==> src/rtl/traffic_light_pkg.sv <==
// Shared phase encoding and lamp constants for the intersection phase scheduler.
package traffic_light_pkg;

  typedef enum logic [2:0] {
    MAIN_GREEN  = 3'd0,
    MAIN_YELLOW = 3'd1,
    ALL_RED_A   = 3'd2,
    SIDE_GREEN  = 3'd3,
    SIDE_YELLOW = 3'd4,
    ALL_RED_B   = 3'd5
  } phase_e;

  localparam logic [2:0] LIGHT_R = 3'b100;
  localparam logic [2:0] LIGHT_Y = 3'b010;
  localparam logic [2:0] LIGHT_G = 3'b001;

  function automatic logic [2:0] main_lamp(input phase_e p);
    case (p)
      MAIN_GREEN:  main_lamp = LIGHT_G;
      MAIN_YELLOW: main_lamp = LIGHT_Y;
      default:     main_lamp = LIGHT_R;
    endcase
  endfunction

  function automatic logic [2:0] side_lamp(input phase_e p);
    case (p)
      SIDE_GREEN:  side_lamp = LIGHT_G;
      SIDE_YELLOW: side_lamp = LIGHT_Y;
      default:     side_lamp = LIGHT_R;
    endcase
  endfunction

endpackage

==> src/rtl/tick_prescaler.sv <==
// Divides the system clock into one-cycle timing ticks; frozen while enable is low.
module tick_prescaler #(
  parameter int TICK_DIV = 1000
) (
  input  logic clk,
  input  logic rstb,
  input  logic enable,
  output logic tick
);

  localparam int CW = (TICK_DIV > 1) ? $clog2(TICK_DIV) : 1;
  localparam logic [CW-1:0] LAST = CW'(TICK_DIV - 1);

  logic [CW-1:0] count_r;

  assign tick = enable && (count_r == LAST);

  // Free-running divider counter, wraps after the tick cycle
  always_ff @(posedge clk or negedge rstb) begin
    if (!rstb) begin
      count_r <= '0;
    end else if (enable) begin
      if (count_r == LAST) begin
        count_r <= '0;
      end else begin
        count_r <= count_r + CW'(1);
      end
    end
  end

endmodule

==> src/rtl/traffic_phase_scheduler.sv <==
// Timed green/yellow/all-red sequencer for a main/side intersection with
// on-demand side-road and pedestrian service after a guaranteed main green.
module traffic_phase_scheduler
  import traffic_light_pkg::*;
#(
  parameter int TICK_DIV     = 1000,
  parameter int T_MAIN_MIN   = 8,
  parameter int T_SIDE_GREEN = 5,
  parameter int T_YELLOW     = 2,
  parameter int T_ALL_RED    = 1,
  parameter int T_WALK       = 4,
  parameter int TW           = 8
) (
  input  logic       clk,
  input  logic       rstb,
  input  logic       enable,
  input  logic       side_car,
  input  logic       ped_req,
  output logic [2:0] main_light,
  output logic [2:0] side_light,
  output logic       walk,
  output logic [2:0] phase
);

  localparam int T_SIDE_PED = (T_WALK > T_SIDE_GREEN) ? T_WALK : T_SIDE_GREEN;

  phase_e        state_r, state_s;
  logic [TW-1:0] timer_r, timer_s, timer_dec_s;
  logic [TW-1:0] walk_left_r, walk_left_s, walk_dec_s;
  logic          ped_pending_r, ped_pending_s, ped_set_s;
  logic          tick_s, expired_s, serve_s, walk_s;

  // Timer reload value (duration - 1) for the phase being entered
  function automatic logic [TW-1:0] load_value(input phase_e p, input logic ped);
    case (p)
      MAIN_GREEN:  load_value = TW'(T_MAIN_MIN - 1);
      MAIN_YELLOW: load_value = TW'(T_YELLOW - 1);
      ALL_RED_A:   load_value = TW'(T_ALL_RED - 1);
      SIDE_GREEN:  load_value = ped ? TW'(T_SIDE_PED - 1) : TW'(T_SIDE_GREEN - 1);
      SIDE_YELLOW: load_value = TW'(T_YELLOW - 1);
      ALL_RED_B:   load_value = TW'(T_ALL_RED - 1);
      default:     load_value = TW'(T_MAIN_MIN - 1);
    endcase
  endfunction

  tick_prescaler #(.TICK_DIV(TICK_DIV)) u_prescaler (
    .clk    (clk),
    .rstb   (rstb),
    .enable (enable),
    .tick   (tick_s)
  );

  // Next-state, timer, walk window and pedestrian latch
  always_comb begin
    state_s     = state_r;
    ped_set_s   = ped_pending_r | ped_req;
    serve_s     = ped_pending_r | ped_req;
    expired_s   = tick_s && (timer_r == '0);
    timer_dec_s = timer_r;
    walk_dec_s  = walk_left_r;

    if (tick_s && (timer_r != '0)) begin
      timer_dec_s = timer_r - TW'(1);
    end else begin
      timer_dec_s = timer_r;
    end

    if (tick_s && (walk_left_r != '0)) begin
      walk_dec_s = walk_left_r - TW'(1);
    end else begin
      walk_dec_s = walk_left_r;
    end

    if (expired_s) begin
      case (state_r)
        MAIN_GREEN: begin
          // A waiting main green keeps its timer at zero until demand shows up
          if (side_car || ped_pending_r) begin
            state_s = MAIN_YELLOW;
          end else begin
            state_s = MAIN_GREEN;
          end
        end
        MAIN_YELLOW: state_s = ALL_RED_A;
        ALL_RED_A:   state_s = SIDE_GREEN;
        SIDE_GREEN:  state_s = SIDE_YELLOW;
        SIDE_YELLOW: state_s = ALL_RED_B;
        ALL_RED_B:   state_s = MAIN_GREEN;
        default:     state_s = MAIN_GREEN;
      endcase
    end else begin
      state_s = state_r;
    end

    if (state_s != state_r) begin
      timer_s = load_value(state_s, serve_s);
      if (state_s == SIDE_GREEN) begin
        // Entering side green serves any request, including one arriving now
        ped_pending_s = 1'b0;
        walk_left_s   = serve_s ? TW'(T_WALK) : '0;
      end else begin
        ped_pending_s = ped_set_s;
        walk_left_s   = '0;
      end
    end else begin
      timer_s       = timer_dec_s;
      walk_left_s   = walk_dec_s;
      ped_pending_s = ped_set_s;
    end

    walk_s = (state_s == SIDE_GREEN) && (walk_left_s != '0);
  end

  // State, timer and registered lamp/walk outputs
  always_ff @(posedge clk or negedge rstb) begin
    if (!rstb) begin
      state_r       <= MAIN_GREEN;
      timer_r       <= TW'(T_MAIN_MIN - 1);
      walk_left_r   <= '0;
      ped_pending_r <= 1'b0;
      main_light    <= LIGHT_G;
      side_light    <= LIGHT_R;
      walk          <= 1'b0;
    end else begin
      state_r       <= state_s;
      timer_r       <= timer_s;
      walk_left_r   <= walk_left_s;
      ped_pending_r <= ped_pending_s;
      main_light    <= main_lamp(state_s);
      side_light    <= side_lamp(state_s);
      walk          <= walk_s;
    end
  end

  assign phase = state_r;

endmodule

==> config.mk <==
export PLATFORM = sky130hd
export DESIGN_NAME = traffic_phase_scheduler
export DESIGN_NICKNAME = d
export VERILOG_FILES = /design/src/rtl/traffic_light_pkg.sv /design/src/rtl/tick_prescaler.sv /design/src/rtl/traffic_phase_scheduler.sv
export SDC_FILE = /design/constraint.sdc
export NUM_CORES = 1
export LEC_CHECK = 0
export ABC_CLOCK_PERIOD_IN_PS = 3500
export BUFFER_PORTS_ARGS = -buffer_cell sky130_fd_sc_hd__buf_4
export CAP_MARGIN = 15
export CORE_UTILIZATION = 59
export DETAILED_ROUTE_END_ITERATION = 10
export MAX_ROUTING_LAYER = met4
export PLACE_DENSITY_LB_ADDON = 0.12
export SLEW_MARGIN = 20
export SYNTH_ARGS = -nofsm -noshare
export SYNTH_HDL_FRONTEND = slang
export SYNTH_SLANG_ARGS = --single-unit
==> constraint.sdc <==
create_clock -name clk -period 3.5 [get_ports clk]
set_input_delay 1.05 -clock clk [delete_from_list [all_inputs] [get_ports clk]]
set_output_delay 1.05 -clock clk [all_outputs]
set_load 0.05 [all_outputs]
# Word-level counts from Yosys, hierarchy flattened
# Cells that the tools add are included.
# totals
reg_bits	37
inputBits	5
out_inout_bits	10
elab_cells	53
# classes
add_sub_neg	3
eq_ne	11
mux	15
bitwise	1
n_reduce_logical	15
# ops
cell	n
$mux 8	4
$reduce_bool 8->1	3
$sub 8x1->8 const B	2
$pmux 3 s5	1
$eq 3x2->1 const B	4
$pmux 3 s2	2
$add 10x1->10 const B	1
$eq 10x10->1 const B	1
$mux 10	1
$eq 3x3->1 const B	3
$mux 3	3
$pmux 3 s3	1
$logic_not 8->1	1
$eq 3x1->1 const B	2
$logic_not 3->1	2
$logic_and 1x1->1	5
$reduce_or 2->1	2
$mux 1	3
$ne 3x3->1	1
$reduce_bool 2->1	1
$logic_or 1x1->1	1
$or 1x1->1	1

# Longest topological paths before layout
# logic_depth
word_depth	9
depth_mapped	8
mapped_depth_nobuf	7

# By module
# A second synthesis with hierarchy kept.
# unflattened
cells_unflattened	196
area_unflattened_um2	1935.6
# modules_own_cells
mod	instances	cells_each	area_each_um2	seq_area_each_um2
traffic_phase_scheduler	1	145	1428.9	681.9
tick_prescaler	1	51	506.7	250.2

# Worst setup path before layout
# Ideal clock, no wire load.
# synth_timing
path_kind	input to register
start	input enable
end	register walk
setup_ns	0.143
arrival_time_ns	2.422
required_time_ns	3.357
setup_slack_ns	0.935
path_stages	7
n_path_buf	2
cell_sequence	buf_2 -> nand3_1 -> nor3_2 -> buf_2 -> nand3_1 -> a2111oi_0 -> a31oi_1
# synth_between
elab_chain_len	8
elab_cells_between_ends	11
cone_classes	2 x eq/ne; 4 x mux; 5 x reduce/logical
# synth_lines
element	line_no	rtl
start, declared	traffic_phase_scheduler.sv:16	input logic enable,
$logic_and 1x1->1 *	tick_prescaler.sv:16	assign tick = enable && (count_r == LAST);
$logic_and 1x1->1	traffic_phase_scheduler.sv:58	expired_s = tick_s && (timer_r == '0);
$mux 3	traffic_phase_scheduler.sv:74	if (expired_s) begin
$eq 3x2->1	traffic_phase_scheduler.sv:97, traffic_phase_scheduler.sv:111	
$mux 3	traffic_phase_scheduler.sv:97	if (state_s == SIDE_GREEN) begin
$mux 8	traffic_phase_scheduler.sv:95	if (state_s != state_r) begin
$reduce_bool 8->1	traffic_phase_scheduler.sv:111	walk_s = (state_s == SIDE_GREEN) && (walk_left_s != '0);
$logic_and 1x1->1 *	traffic_phase_scheduler.sv:111	
named net walk_s	traffic_phase_scheduler.sv:31	logic tick_s, expired_s, serve_s, walk_s;
end signal, assigned	traffic_phase_scheduler.sv:131	walk <= walk_s;
end, declared	traffic_phase_scheduler.sv:21	output logic walk,
# The timed path passes the listed nets; every way through them passes the cells marked *.
# A chain may end at the register's enable or synchronous reset.

# Worst setup path in the final report
# layout_timing
start	input side_car
end	register walk
# layout_between
elab_chain_len	9
elab_cells_between_ends	10
cone_classes	2 x eq/ne; 5 x mux; 3 x reduce/logical
# layout_lines
element	line_no	rtl
start, declared	traffic_phase_scheduler.sv:17	input logic side_car,
$logic_or 1x1->1 *	traffic_phase_scheduler.sv:78	if (side_car || ped_pending_r) begin
$mux 1 *	traffic_phase_scheduler.sv:78	
$pmux 3 s5 *	traffic_phase_scheduler.sv:75	case (state_r)
$mux 3 *	traffic_phase_scheduler.sv:74	
$eq 3x2->1	traffic_phase_scheduler.sv:97, traffic_phase_scheduler.sv:111	
$mux 3	traffic_phase_scheduler.sv:97	
$mux 8	traffic_phase_scheduler.sv:95	
$reduce_bool 8->1	traffic_phase_scheduler.sv:111	
$logic_and 1x1->1 *	traffic_phase_scheduler.sv:111	
named net walk_s	traffic_phase_scheduler.sv:31	
# Marks and branches as above.

==> metrics.md <==
| Metric | Value |
|---|---|
| Asr flop ratio synth | `1.00` |
| Count of inserted antenna diode cells | `0` |
| Crit path capture type | `register` |
| Post-synth top area share | `0.397` |
| Area growth from synthesis to layout | `9.43%` |
| Period utilization | `0.740` |
| I/O Buffers | `14` |
| Flops & latches, synth | `37` |
| Initial core utilization | `0.640` |
| Post-route setup TNS | `0 ns` |
| Post-layout nets | `235` |
| GR Util All Layers | `0.277` |
| Hold Fails Final Rpt | `0` |
| Die width | `60.5 um` |
| Minimum period implied by the final worst setup slack | `2.59 ns` |
| FP Rows | `20` |
| Switching share of power | `0.280` |
| Max_slew headroom | `0.676` |
| DR WL/cell | `15.4 um` |
| Most common cell in the netlist | `dfrtp_1` |
| CTS tree | `built` |
| Worst-path fanout max | `10` |
| Final Max Tran Viols | `0` |
| Clock Tree Buf Depth | `2` |
| Post-route DRC | `0` |
| Max frequency | `386 MHz` |
| Seq/Total Area, Yosys | `0.462` |
| Grt ovf | `0` |
| Sw power | `239 uW` |
| Seq pwr share | `0.597` |
| Clk sinks | `37` |
| Layout Utilization | `0.700` |
| Layout fillers | `258` |
| Total wire length | `4.17 mm` |
| Multi-input logic area | `1020 um2` |
| Vias | `1641` |
| Slew at the pin with the worst max-slew slack | `0.474 ns` |
| CP Launch Type | `primary input` |
| Peak supply drop | `0.215 mV` |
| Number of enable flip-flop cells after synthesis | `0` |
| Root buf cell | `clkbuf_4` |
| Status | `finished clean` |
| Die height | `60.5 um` |
| Setup CP Type | `in2reg` |
| Routability cong. | `0.985` |
| Synth top area cells | `dfrtp_1, dfstp_2, nor2_1` |
| Syn nets | `222` |
| Largest net degree at the start of global routing | `38` |
| Io pins | `15` |
| Placeable Area | `3150 um2` |
| Clock group share of total power | `0.285` |
| CTS Hold Bufs | `0` |
| Setup violations, final | `0` |
| Post-synthesis cell count | `212` |
| H-tree lvl count | `2` |
| Worst Hold Class | `reg2reg` |
| Vias in the first global route | `1616` |
| Post-CTS setup buffers | `0` |
| Worst-skew pair later-pin latency | `0.36 ns` |
| Clock transition at path regs | `0.12 ns` |
| Max Cap Viol | `0` |
| Post-synth top area cell | `dfrtp_1` |
| Total CTS buffers | `5` |
| Initial antenna violation count | `0` |
| Layout cells sized above 1 | `0.146` |
| Yosys warns | `0` |
| Pleak | `0.940 nW` |
| Initial DRT Pass Iterations | `4` |
| RSZ-0062 raised after global routing | `false` |
| Vias/cell | `6.08` |
| Crit path required time | `3.72 ns` |
| CTS resizes | `0` |
| Post-route ant nets | `0` |
| DRT iter0 DRCs | `79` |
| Cell Area, Synth | `2020 um2` |
| FF+latch area | `932 um2` |
| Comb pwr share | `0.119` |
| Setup Skew | `0.0180 ns` |
| Synth cell count leaders | `dfrtp_1, nor2_1, o21ai_0, nand3_1, nand2_1` |
| Synth Area per Inst | `9.51 um2` |
| Primary FF master, synth | `dfrtp_1` |
| Cell Int Power | `614 uW` |
| Die ar. | `3660 um2` |
| First-pass GRT wire length | `7.13 mm` |
| DP HPWL | `2.94 mm` |
| Post-synth cell types | `47` |
| Critical path arrival | `2.81 ns` |
| Power per cell area | `386 nW/um2` |
cells by family after synthesis:
family                   Yosys count  share of synthesized area
adder cells (fa/ha/maj)            5                     0.0310
XOR/XNOR                          13                     0.0565
buffers and inverters             16                     0.0329
AND/OR/NAND/NOR                   86                      0.226
flip-flops                        37                      0.462
AO/OA/AOI/OAI                     50                      0.166
multiplexers                       5                     0.0261
placed cells by master (no fill, tap or decap), drive strengths merged, types with 7 or more instances in the layout:
cell type,count
nand2,12
nand3,13
nor3,9
inv,7
nor2,25
dfrtp,32
buf,15
xor2,8
o21ai,16
clkbuf,7
layout make-up:
| class | instances | area share |
|---|---|---|
| Multi-Input combinational cell | 159 | 0.461 |
| Sequential cell | 37 | 0.422 |
| Timing Repair Buffer | 15 | 0.0510 |
| Clock buffer | 7 | 0.0249 |
| Tap cell | 44 | 0.0249 |
| Inverter | 7 | 0.0119 |
| Clock inverter | 1 | 0.00340 |
per-stage QoR:
stage          setup WS, ns  instance area (um2)  power [mW]  hold slack [ns]  instances
2_1_floorplan         0.935                 2020       0.584            0.448        212
3_3_place_gp          0.750                 2140       0.608            0.467        262
4_1_cts               0.943                 2210       0.859            0.496        270
3_5_place_dp          0.713                 2140       0.619            0.479        262
6_report              0.911                 2210       0.853            0.499        270
5_1_grt               0.660                 2210       0.896            0.518        270
worst max-delay path: stages:
cell and delay [ns]:
buf_4 0.11, nor3_1 0.36, nand2_1 0.27, and3_1 0.37
a2111oi_0 0.49, a31oi_1 0.16
registers in the layout, summed over array words and instances (netlist names):
signal / flops
ped_pending_r: 1
timer_r: 8
walk: 1
main_light: 3
walk_left_r: 8
phase: 3
side_light: 3
u_prescaler.count_r: 10
power by group through the flow:
stage / sequential, mW / combinational (mW) / clock [mW]
finish: 0.509 / 0.101 / 0.243
global route: 0.516 / 0.118 / 0.262
CTS: 0.508 / 0.104 / 0.248
detailed placement: 0.516 / 0.103 / 0
global placement: 0.510 / 0.0978 / 0
floorplan: 0.505 / 0.0791 / 0
layer usage:
metal / track usage / vias up / wire [um] / share of wire
li1: - / 794 / - / -
met1: 0.336 / 792 / 1860 / 0.45
met2: 0.436 / 44 / 2010 / 0.48
met3: 0.0640 / 11 / 211 / 0.051
met4: 0.130 / 0 / 88 / 0.021
met5: - / - / 0 / 0
path summary, 6_finish.rpt:
kind,from,end,slack [ns],cells past startpoint
worst max-delay path,side_car,walk,0.91,6
worst min-delay path,u_prescaler.count_r[8],u_prescaler.count_r[8],0.50,1
worst max register to register,walk_left_r[0],walk,1.05,7
worst min register to register,u_prescaler.count_r[8],u_prescaler.count_r[8],0.50,1
max in group asynchronous,rstb,timer_r[1],2.52,1
min in group asynchronous,rstb,main_light[1],0.63,1
Power figures use the tool's default switching activity.
